===== config.mk =====
export PLATFORM = sky130hd
export DESIGN_NAME = adder_4bit_seq_ctrl_flat
export DESIGN_NICKNAME = d
export VERILOG_FILES = /design/src/rtl/adder_4bit_seq_ctrl_if.sv /design/src/rtl/adder_4bit_seq_ctrl.sv /design/src/flat_wrapper.sv
export SDC_FILE = /design/constraint.sdc
export NUM_CORES = 1
export LEC_CHECK = 0
export ABC_AREA = 1
export CAP_MARGIN = 30
export CELL_PAD_IN_SITES_DETAIL_PLACEMENT = 1
export CELL_PAD_IN_SITES_GLOBAL_PLACEMENT = 1
export CORE_UTILIZATION = 36
export CTS_BUF_LIST = sky130_fd_sc_hd__clkbuf_16
export CTS_CLUSTER_SIZE = 25
export DETAILED_ROUTE_END_ITERATION = 6
export PLACE_DENSITY_LB_ADDON = 0.1
export SYNTH_ARGS = -nofsm -noshare
export SYNTH_HDL_FRONTEND = slang
export SYNTH_SLANG_ARGS = --single-unit

===== constraint.sdc =====
create_clock -name clk -period 1.9 [get_ports clk]
set_input_delay 0.38 -clock clk [delete_from_list [all_inputs] [get_ports clk]]
set_output_delay 0.38 -clock clk [all_outputs]
set_load 0.005 [all_outputs]

===== src/rtl/adder_4bit_seq_ctrl_if.sv =====
// Request-side bundle for the multi-word add sequencer: operands and start go in,
// while busy, done and the held sum come back.
interface adder_4bit_seq_ctrl_if #(
  parameter int unsigned NIBBLES = 4
);
  localparam int unsigned W = 4 * NIBBLES;

  logic         start;
  logic [W-1:0] op_a;
  logic [W-1:0] op_b;
  logic         cin_init;
  logic         busy;
  logic         done;
  logic [W-1:0] result;
  logic         c_out_final;

  modport master (
    output start, op_a, op_b, cin_init,
    input  busy, done, result, c_out_final
  );

  modport slave (
    input  start, op_a, op_b, cin_init,
    output busy, done, result, c_out_final
  );
endinterface


===== src/rtl/adder_4bit_seq_ctrl.sv =====
// Runs a NIBBLES*4-bit addition through one shared combinational 4-bit adder,
// LSB nibble first, carrying between nibbles; start/busy/done handshake.
module adder_4bit_seq_ctrl #(
  parameter int unsigned NIBBLES = 4
) (
  input  logic                  clk,
  input  logic                  rst_n,
  adder_4bit_seq_ctrl_if.slave  req,
  output logic [3:0]            A_data,
  output logic [3:0]            B_data,
  output logic                  c_in,
  input  logic [3:0]            sum,
  input  logic                  c_out
);

  localparam int unsigned W    = 4 * NIBBLES;
  localparam int unsigned IdxW = $clog2(NIBBLES + 1);

  typedef enum logic [1:0] {StIdle, StRun, StDone} state_e;

  state_e         state_q, state_d;
  logic [IdxW-1:0] idx_q;
  logic [W-1:0]   a_lat_q, b_lat_q;
  logic [W-1:0]   result_q, result_d;
  logic           carry_q;
  logic           c_out_final_q;

  logic           accept;
  logic           last_nib;
  logic [W-1:0]   a_sh, b_sh, nib_mask;

  // start is only honoured outside RUN, so a mid-run request cannot disturb the operation.
  assign accept   = req.start && (state_q != StRun);
  assign last_nib = (idx_q == IdxW'(NIBBLES - 1));

  assign a_sh     = a_lat_q >> (4 * idx_q);
  assign b_sh     = b_lat_q >> (4 * idx_q);
  assign nib_mask = W'(4'hF) << (4 * idx_q);
  assign result_d = (result_q & ~nib_mask) | (W'(sum) << (4 * idx_q));

  always_ff @(posedge clk or negedge rst_n) begin
    if (!rst_n) begin
      state_q <= StIdle;
    end else begin
      state_q <= state_d;
    end
  end

  always_comb begin
    state_d = state_q;
    unique case (state_q)
      StIdle:  if (req.start) state_d = StRun;
      StRun:   if (last_nib) state_d = StDone;
      StDone:  state_d = req.start ? StRun : StIdle;
      default: state_d = StIdle;
    endcase
  end

  always_comb begin
    req.busy = 1'b0;
    req.done = 1'b0;
    A_data   = 4'h0;
    B_data   = 4'h0;
    c_in     = 1'b0;
    unique case (state_q)
      StRun: begin
        req.busy = 1'b1;
        A_data   = a_sh[3:0];
        B_data   = b_sh[3:0];
        c_in     = carry_q;
      end
      StDone:  req.done = 1'b1;
      default: ;
    endcase
  end

  always_ff @(posedge clk or negedge rst_n) begin
    if (!rst_n) begin
      idx_q         <= '0;
      a_lat_q       <= '0;
      b_lat_q       <= '0;
      result_q      <= '0;
      carry_q       <= 1'b0;
      c_out_final_q <= 1'b0;
    end else if (accept) begin
      idx_q         <= '0;
      a_lat_q       <= req.op_a;
      b_lat_q       <= req.op_b;
      result_q      <= '0;
      carry_q       <= req.cin_init;
      c_out_final_q <= 1'b0;
    end else if (state_q == StRun) begin
      result_q <= result_d;
      carry_q  <= c_out;
      idx_q    <= idx_q + 1'b1;
      if (last_nib) begin
        c_out_final_q <= c_out;
      end
    end
  end

  assign req.result      = result_q;
  assign req.c_out_final = c_out_final_q;

endmodule

===== src/flat_wrapper.sv =====
// flat-port wrapper written by rule: the top's interface ports become plain ports
module adder_4bit_seq_ctrl_flat 
#(
  parameter int unsigned NIBBLES = 4
)
  (clk, rst_n, A_data, B_data, c_in, sum, c_out, req_start, req_op_a, req_op_b, req_cin_init, req_busy, req_done, req_result, req_c_out_final);
  adder_4bit_seq_ctrl_if #(.NIBBLES(NIBBLES)) req_i ();
  input  logic clk;
  input  logic rst_n;
  output logic [3:0] A_data;
  output logic [3:0] B_data;
  output logic c_in;
  input  logic [3:0] sum;
  input  logic c_out;
  input wire logic [$bits(req_i.start)-1:0] req_start;
  input wire logic [$bits(req_i.op_a)-1:0] req_op_a;
  input wire logic [$bits(req_i.op_b)-1:0] req_op_b;
  input wire logic [$bits(req_i.cin_init)-1:0] req_cin_init;
  output wire logic [$bits(req_i.busy)-1:0] req_busy;
  output wire logic [$bits(req_i.done)-1:0] req_done;
  output wire logic [$bits(req_i.result)-1:0] req_result;
  output wire logic [$bits(req_i.c_out_final)-1:0] req_c_out_final;
  assign req_i.start = req_start;
  assign req_i.op_a = req_op_a;
  assign req_i.op_b = req_op_b;
  assign req_i.cin_init = req_cin_init;
  assign req_busy = req_i.busy;
  assign req_done = req_i.done;
  assign req_result = req_i.result;
  assign req_c_out_final = req_i.c_out_final;
  adder_4bit_seq_ctrl #(.NIBBLES(NIBBLES)) u_core (.clk(clk), .rst_n(rst_n), .req(req_i), .A_data(A_data), .B_data(B_data), .c_in(c_in), .sum(sum), .c_out(c_out));
endmodule

==> results of run 1 <==
## cells by family (layout without fill, tap and decap cells)
logic type / count (synthesis) / count (layout) / share of synthesized area
flip-flops: 55 / 55 / 0.505
adder cells (fa/ha/maj): 5 / 5 / 0.0230
AO/OA/AOI/OAI: 45 / 45 / 0.115
AND/OR/NAND/NOR: 156 / 156 / 0.245
buffers and inverters: 66 / 146 / 0.112
## layout by cell type (no fill, tap or decap)
cell type,Yosys,layout
clkinvlp_4,0,1
o22ai_1,2,2
nand2_4,1,1
buf_6,6,1
nand3_1,49,49
clkbuf_16,0,5
a21oi_2,0,6
clkdlybuf4s50_1,0,57
nor2_4,1,1
a21oi_1,8,2
clkinv_1,1,1
buf_12,0,3
inv_1,46,46
o21ai_2,23,24
buf_4,0,18
clkbuf_2,1,1
nand2_1,97,97
o21ai_1,10,9
dfrtp_1,55,55
inv_2,3,2
buf_2,8,8
ha_1,5,5
dlygate4sd2_1,0,1
nor2_2,1,1
nand2_2,1,1
o21ai_0,2,2
dlymetal6s2s_1,0,1
nor2_1,6,6
inv_4,0,1
## worst max path at each step
stage / startpoint / end / cells past startpoint / slack, ps
after global routing: u_core.state_q[1] / A_data[0] / 7 / 4
final: u_core.state_q[0] / req_busy / 4 / 50
after global placement: u_core.state_q[1] / B_data[1] / 6 / -3
after CTS: u_core.state_q[1] / A_data[0] / 7 / -0.6
after floorplan: u_core.idx_q[1] / B_data[1] / 4 / 480
after detailed placement: u_core.state_q[1] / B_data[1] / 6 / -2
## final cells by class
class / count / area, µm²
clock inverters: 1 / 3.75
fillers: 893 / 3560
clock buffers: 5 / 125
multi-input cells: 206 / 1070
repair buffers: 90 / 843
inverters: 50 / 194
well taps: 99 / 124
flip-flops and latches: 55 / 1380
## state kept, by name (all words and copies together), names as in the netlist
signal,cells
u_core.a_lat_q,16
u_core.b_lat_q,16
u_core.req.result,16
u_core.idx_q,3
u_core.state_q,2
u_core.carry_q,1
u_core.req.c_out_final,1
## stage by stage
stage	setup TNS (ps)	util	total power, W	instance area, µm²	hold slack, ps
4_1_cts	-0.622	0.514	0.00608	3750	54.7
3_3_place_gp	-5.64	0.490	0.00501	3570	371
3_5_place_dp	-1.77	0.490	0.00509	3570	367
6_report	0	0.512	0.00597	3740	32.7
5_1_grt	0	0.512	0.00650	3740	62.7
2_1_floorplan	0	-	0.00375	2720	84.4
## power by group
part	leakage, nW	internal, W	total [W]	switching (W)
Clock	0.0669	0.000470	0.000864	0.000394
Sequential	0.696	0.00170	0.00193	0.000222
Combinational	1.12	0.00141	0.00318	0.00176
Total	1.88	0.00359	0.00597	0.00238
## worst register-to-register path, delay by kind of cell, from the launching register on
kind | cells | cell delay (ps)
and+or+nand+nor | 2 | 150
AOI/OAI and AO/OA | 1 | 260
adders and majority gates | 2 | 430
DFF | 1 | 430
buffers and inverters | 2 | 380
## metal layers
metal	GRT usage	share of wire	up-vias
met3	0.0342	0.031	7
met4	0.0433	0.010	0
met5	0	0	-
met2	0.332	0.49	41
li1	-	-	1180
met1	0.267	0.47	1163
## repair_timing
item                                    CTS  global route
hold endpoints to repair                  0             0
pin swaps                                 1             1
endpoints found under the setup margin    9            11
buffers inserted                          5             0
gates cloned                              0             0
gates resized for setup                  38             5
==> out/qor.txt, run 1 <==
ANT nets after route: 0
Post-Route WL: 7.04 mm
WS Path Type: reg2out
Drt first pass iters: 4
Worst hold-check path type: in2async
Via count: 2,391
Worst EP required: 1520 ps
Post-route insts no fill: 506
HPWL Detailed: 5.03 mm
Flops & latches, synth: 55
Worst-Skew Late Latency: 290 ps
Crit-path cells: buf_4 -> inv_1 -> nor2_2 -> clkdlybuf4s50_1
Number of buffers and inverters on the critical path: 3
Rows: 31
Post-route DRC: 0
CTS Buffer Depth: 2
YS warnings: 0
Clk_skew: 3.07 ps
Ys flop type: dfrtp_1
Ys async rst share: 1.00
Routability Congestion: 0.744
Yosys top cell by area: dfrtp_1
Die ar.: 7920 µm²
Final WS setup: 53.1 ps
CTS root buf: clkbuf_16
Final min period: 1850 ps
Mapped Area: 2720 µm²
Core area: 7290 µm²
Ports: 69
Final Setup Violations: 0
Drt initial violations: 74
Relative slew slack: 0.693
Most numerous cell in the Yosys netlist: nand2_1
Largest net degree at the start of global routing: 38
Syn Nets: 373
First-pass GRT wire length: 11.7 mm
Die W: 89.0 µm
Layout area overhead: 37.2%
Final Slew Violations: 0
Initial antenna violation count: 0
Vias/cell: 4.73
Total power divided by cell area: 1600 nW/µm²
CTS buffer count: 5
Layout cells sized above 1: 0.182
CP max-delay cell: clkdlybuf4s50_1
Tcrit/Tclk final: 0.972
Max_cap viols: 0
Htree depth: 2
Synth Instances: 327
EDFF count, synth: 0
Worst slew pin tran: 461 ps
Clock-pin slew on the worst setup and hold paths: 70 ps
Max Freq: 541 MHz
Nets: 454
Synth top area share: 0.505
TritonCTS clock tree: done
Max stage delay on crit path: 510 ps
Cell variety after synth: 21
Status: complete, no violations
Unrepaired setup endpoints after global routing: false
Synth top cells by count: nand2_1 (97), dfrtp_1 (55), nand3_1 (49), inv_1 (46), o21ai_2 (23)
CP max FO: 3
R2R depth: 7
CP startpoint kind: register
Global route total overflow: 0
CTS Hold Buffers Added: 0
Placed insts: 495
DR WL/cell: 13.9 µm
Crit path DAT: 1470 ps
Avg Inst Size Synth: 8.33 µm²
Total GRT Usage: 0.197
FF-to-FF End: u_core.req.result[15]
Port buffer count: 68
Initial Utilization: 0.374
Register area share after synthesis: 0.505
Clk sink count: 55
Worst slack, placed: -1.77 ps
Worst vdd ir: 0.465 mV
Top post-synthesis cells by area: dfrtp_1 (51%), nand2_1 (13%), nand3_1 (9.0%)
Vias in the first global route: 2,411
Final Hold Viols: 0
Worst reg2reg setup slack: 200 ps
Reg2reg start: u_core.idx_q[0]
Critical Path End Type: primary output
Largest delay share family, worst path: buffers and inverters
Leak: 1.88 nW
Die height: 89.0 µm
# diodes: 0
(Power assumes the default switching activity.)
==> run 2: changes to the inputs <==
--- a/config.mk
+++ b/config.mk
@@ -9,10 +9,12 @@
 export CAP_MARGIN = 30
 export CELL_PAD_IN_SITES_DETAIL_PLACEMENT = 1
 export CELL_PAD_IN_SITES_GLOBAL_PLACEMENT = 1
+export CORE_MARGIN = 1.5
 export CORE_UTILIZATION = 36
 export CTS_BUF_LIST = sky130_fd_sc_hd__clkbuf_16
 export CTS_CLUSTER_SIZE = 25
 export DETAILED_ROUTE_END_ITERATION = 6
+export HOLD_SLACK_MARGIN = 0.15
 export PLACE_DENSITY_LB_ADDON = 0.1
 export SYNTH_ARGS = -nofsm -noshare
 export SYNTH_HDL_FRONTEND = slang
==> run 2 against run 1 <==
Against the previous run:
- sequential power about the same
- core utilization increased by 0.46 points
- global-route usage decreased by 0.84 points
- total power increased by 2.4%
- sequential share of layout area decreased by 0.33 points
- clock power increased by 0.9%
- fmax decreased by 1.4%
- wire length increased by 3.9%
- register-to-register slack about the same
- die area increased by 2.3%
- largest cell class unchanged
==> out/qor.txt, run 2 (synthesis results as in run 1) <==
Status: complete, no violations
Final WS setup: 27.2 ps (-25.9 ps)
Finished Core Util: 0.517 (+0.00463)
Post-route DRC: 0 (unchanged)
Largest net degree at the start of global routing: 56 (+47%)
CTS root buf: clkbuf_16
Max_cap viols: 0 (unchanged)
Drt initial violations: 77 (+4.1%)
Reg2reg start: u_core.idx_q[0]
Final Hold Viols: 0 (unchanged)
Clock-pin slew on the worst setup and hold paths: 70 ps (about the same)
Tcrit/Tclk final: 0.986 (+0.0137)
CP max FO: 3 (unchanged)
Core area: 7290 µm² (unchanged)
Vias in the first global route: 2,544 (+5.5%)
Worst vdd ir: 0.744 mV (+60%)
Die ar.: 8100 µm² (+2.3%)
Max stage delay on crit path: 510 ps (about the same)
CP max-delay cell: clkdlybuf4s50_1
Nets: 454 (unchanged)
Tot Pwr: 0.00611 W (+2.4%)
First-pass GRT wire length: 12.4 mm (+5.3%)
Initial Utilization: 0.374 (unchanged)
Vias/cell: 4.76 (+0.73%)
Critical Path End Type: primary output
Rows: 31 (unchanged)
Post-Route WL: 7.32 mm (+3.9%)
DR WL/cell: 14.4 µm (+3.5%)
Leak: 1.88 nW (-0.12%)
WS Path Type: reg2out
HPWL Detailed: 5.07 mm (+0.74%)
Layout area overhead: 38.4%
TritonCTS clock tree: done
Most frequent cells in the layout: nand2_1 (97), clkdlybuf4s50_1 (57), dfrtp_1 (55)
Largest delay share family, worst path: buffers and inverters
Placed Area: 3560 µm² (-0.21%)
Total GRT Usage: 0.188 (-0.00838)
ANT nets after route: 0 (unchanged)
Final Slew Violations: 0 (unchanged)
Worst hold-check path type: reg2reg
Worst-Skew Late Latency: 290 ps (about the same)
Routability Congestion: 0.768 (+3.2%)
Worst Hold Launch: u_core.req.result[12]
CTS Buffer Depth: 2 (unchanged)
Clk sink count: 55 (unchanged)
CP startpoint kind: register
Initial antenna violation count: 0 (unchanged)
Drt first pass iters: 4 (unchanged)
Worst EP required: 1520 ps (about the same)
Worst slew pin tran: 324 ps (-137 ps)
Die height: 90.0 µm (+1.1%)
Final min period: 1870 ps (+25.9 ps)
Via count: 2,418 (+1.1%)
Final Setup Violations: 0 (unchanged)
Max Freq: 534 MHz (-1.4%)
# diodes: 0 (unchanged)
Worst slack, placed: -22.3 ps (-20.5 ps)
Htree depth: 2 (unchanged)
Unrepaired setup endpoints after global routing: true
Crit-path cells: buf_4 -> nor2_2 -> clkdlybuf4s50_1
Global route total overflow: 0 (unchanged)
Cell area after layout: 3770 µm² (+0.90%)
Number of buffers and inverters on the critical path: 2 (-1)
Relative slew slack: 0.783 (+0.0903)
Layout cells sized above 1: 0.178 (-0.00333)
Clk_skew: 6.38 ps (+3.31 ps)
CTS buffer count: 5 (unchanged)
Total power divided by cell area: 1620 nW/µm² (+1.5%)
Ports: 69 (unchanged)
Commonest non-fill, non-tap cell in the layout: nand2_1
Port buffer count: 68 (unchanged)
Crit path from: u_core.state_q[0]
Crit path DAT: 1490 ps (+20 ps)
Die W: 90.0 µm (+1.1%)
## run 2: cell count changes in the layout (fill, tap and decap cells not counted), moves of 2 or more
cell | before | now
a21oi_2 | 6 | 3
a21oi_4 | 0 | 2
buf_4 | 18 | 16
clkinv_1 | 1 | 3
## run 2: path summary, 6_finish.rpt
check / endpoint / slack, ps / cells after the start
setup reg to reg: u_core.req.c_out_final / 210 / 7
hold / removal: u_core.req.result[12] / 480 / 2
max in group asynchronous: u_core.b_lat_q[5] / 1010 / 3
hold reg to reg: u_core.req.result[12] / 480 / 2
setup / recovery: req_done / 30 / 3
min in group asynchronous: u_core.a_lat_q[5] / 630 / 3
## run 2: stage by stage
| stage | instances | hold slack, ps | setup TNS [ps] |
|---|---|---|---|
| after floorplan | 327 | 84.4 | 0 |
| after global placement | 494 | 407 | -2.17 |
| after detailed placement | 494 | 404 | -27.3 |
| after CTS | 507 | 480 | -17.1 |
| after global routing | 508 | 504 | -79.8 |
| final | 508 | 475 | 0 |
## run 2: routing by layer
metal  vias up  global-route usage  part of all wire
li1       1188                   -                 -
met3         8              0.0372             0.038
met2        47               0.329              0.49
met5         -                   0                 0
met4         0              0.0397             0.013
met1      1175               0.243              0.46
## run 2: power by group
group	switching [W]	leakage [nW]	internal, W
Clock	0.000397	0.0701	0.000476
Combinational	0.00184	1.11	0.00147
Sequential	0.000218	0.696	0.00171
Total	0.00246	1.88	0.00365
## run 2: what timing repair did
item,CTS,global route
hold buffers,1,0
setup buffers,4,1
hold endpoints to repair,55,0
pin swaps,1,1
endpoints found under the setup margin,9,13
gates resized for setup,37,8
## run 2: final cells by class
cell class | count | area [µm²]
Multi-Input combinational cell | 206 | 1080
Tap cell | 99 | 124
Clock inverter | 3 | 11.3
Sequential cell | 55 | 1380
Fill cell | 921 | 3520
Timing Repair Buffer | 90 | 858
Clock buffer | 5 | 125
Inverter | 50 | 191
## run 2: worst min-delay path: cells and delay by family, from the launching register on
family           cells  cell delay [ps]
DFF                  1              350
and+or+nand+nor      2               90
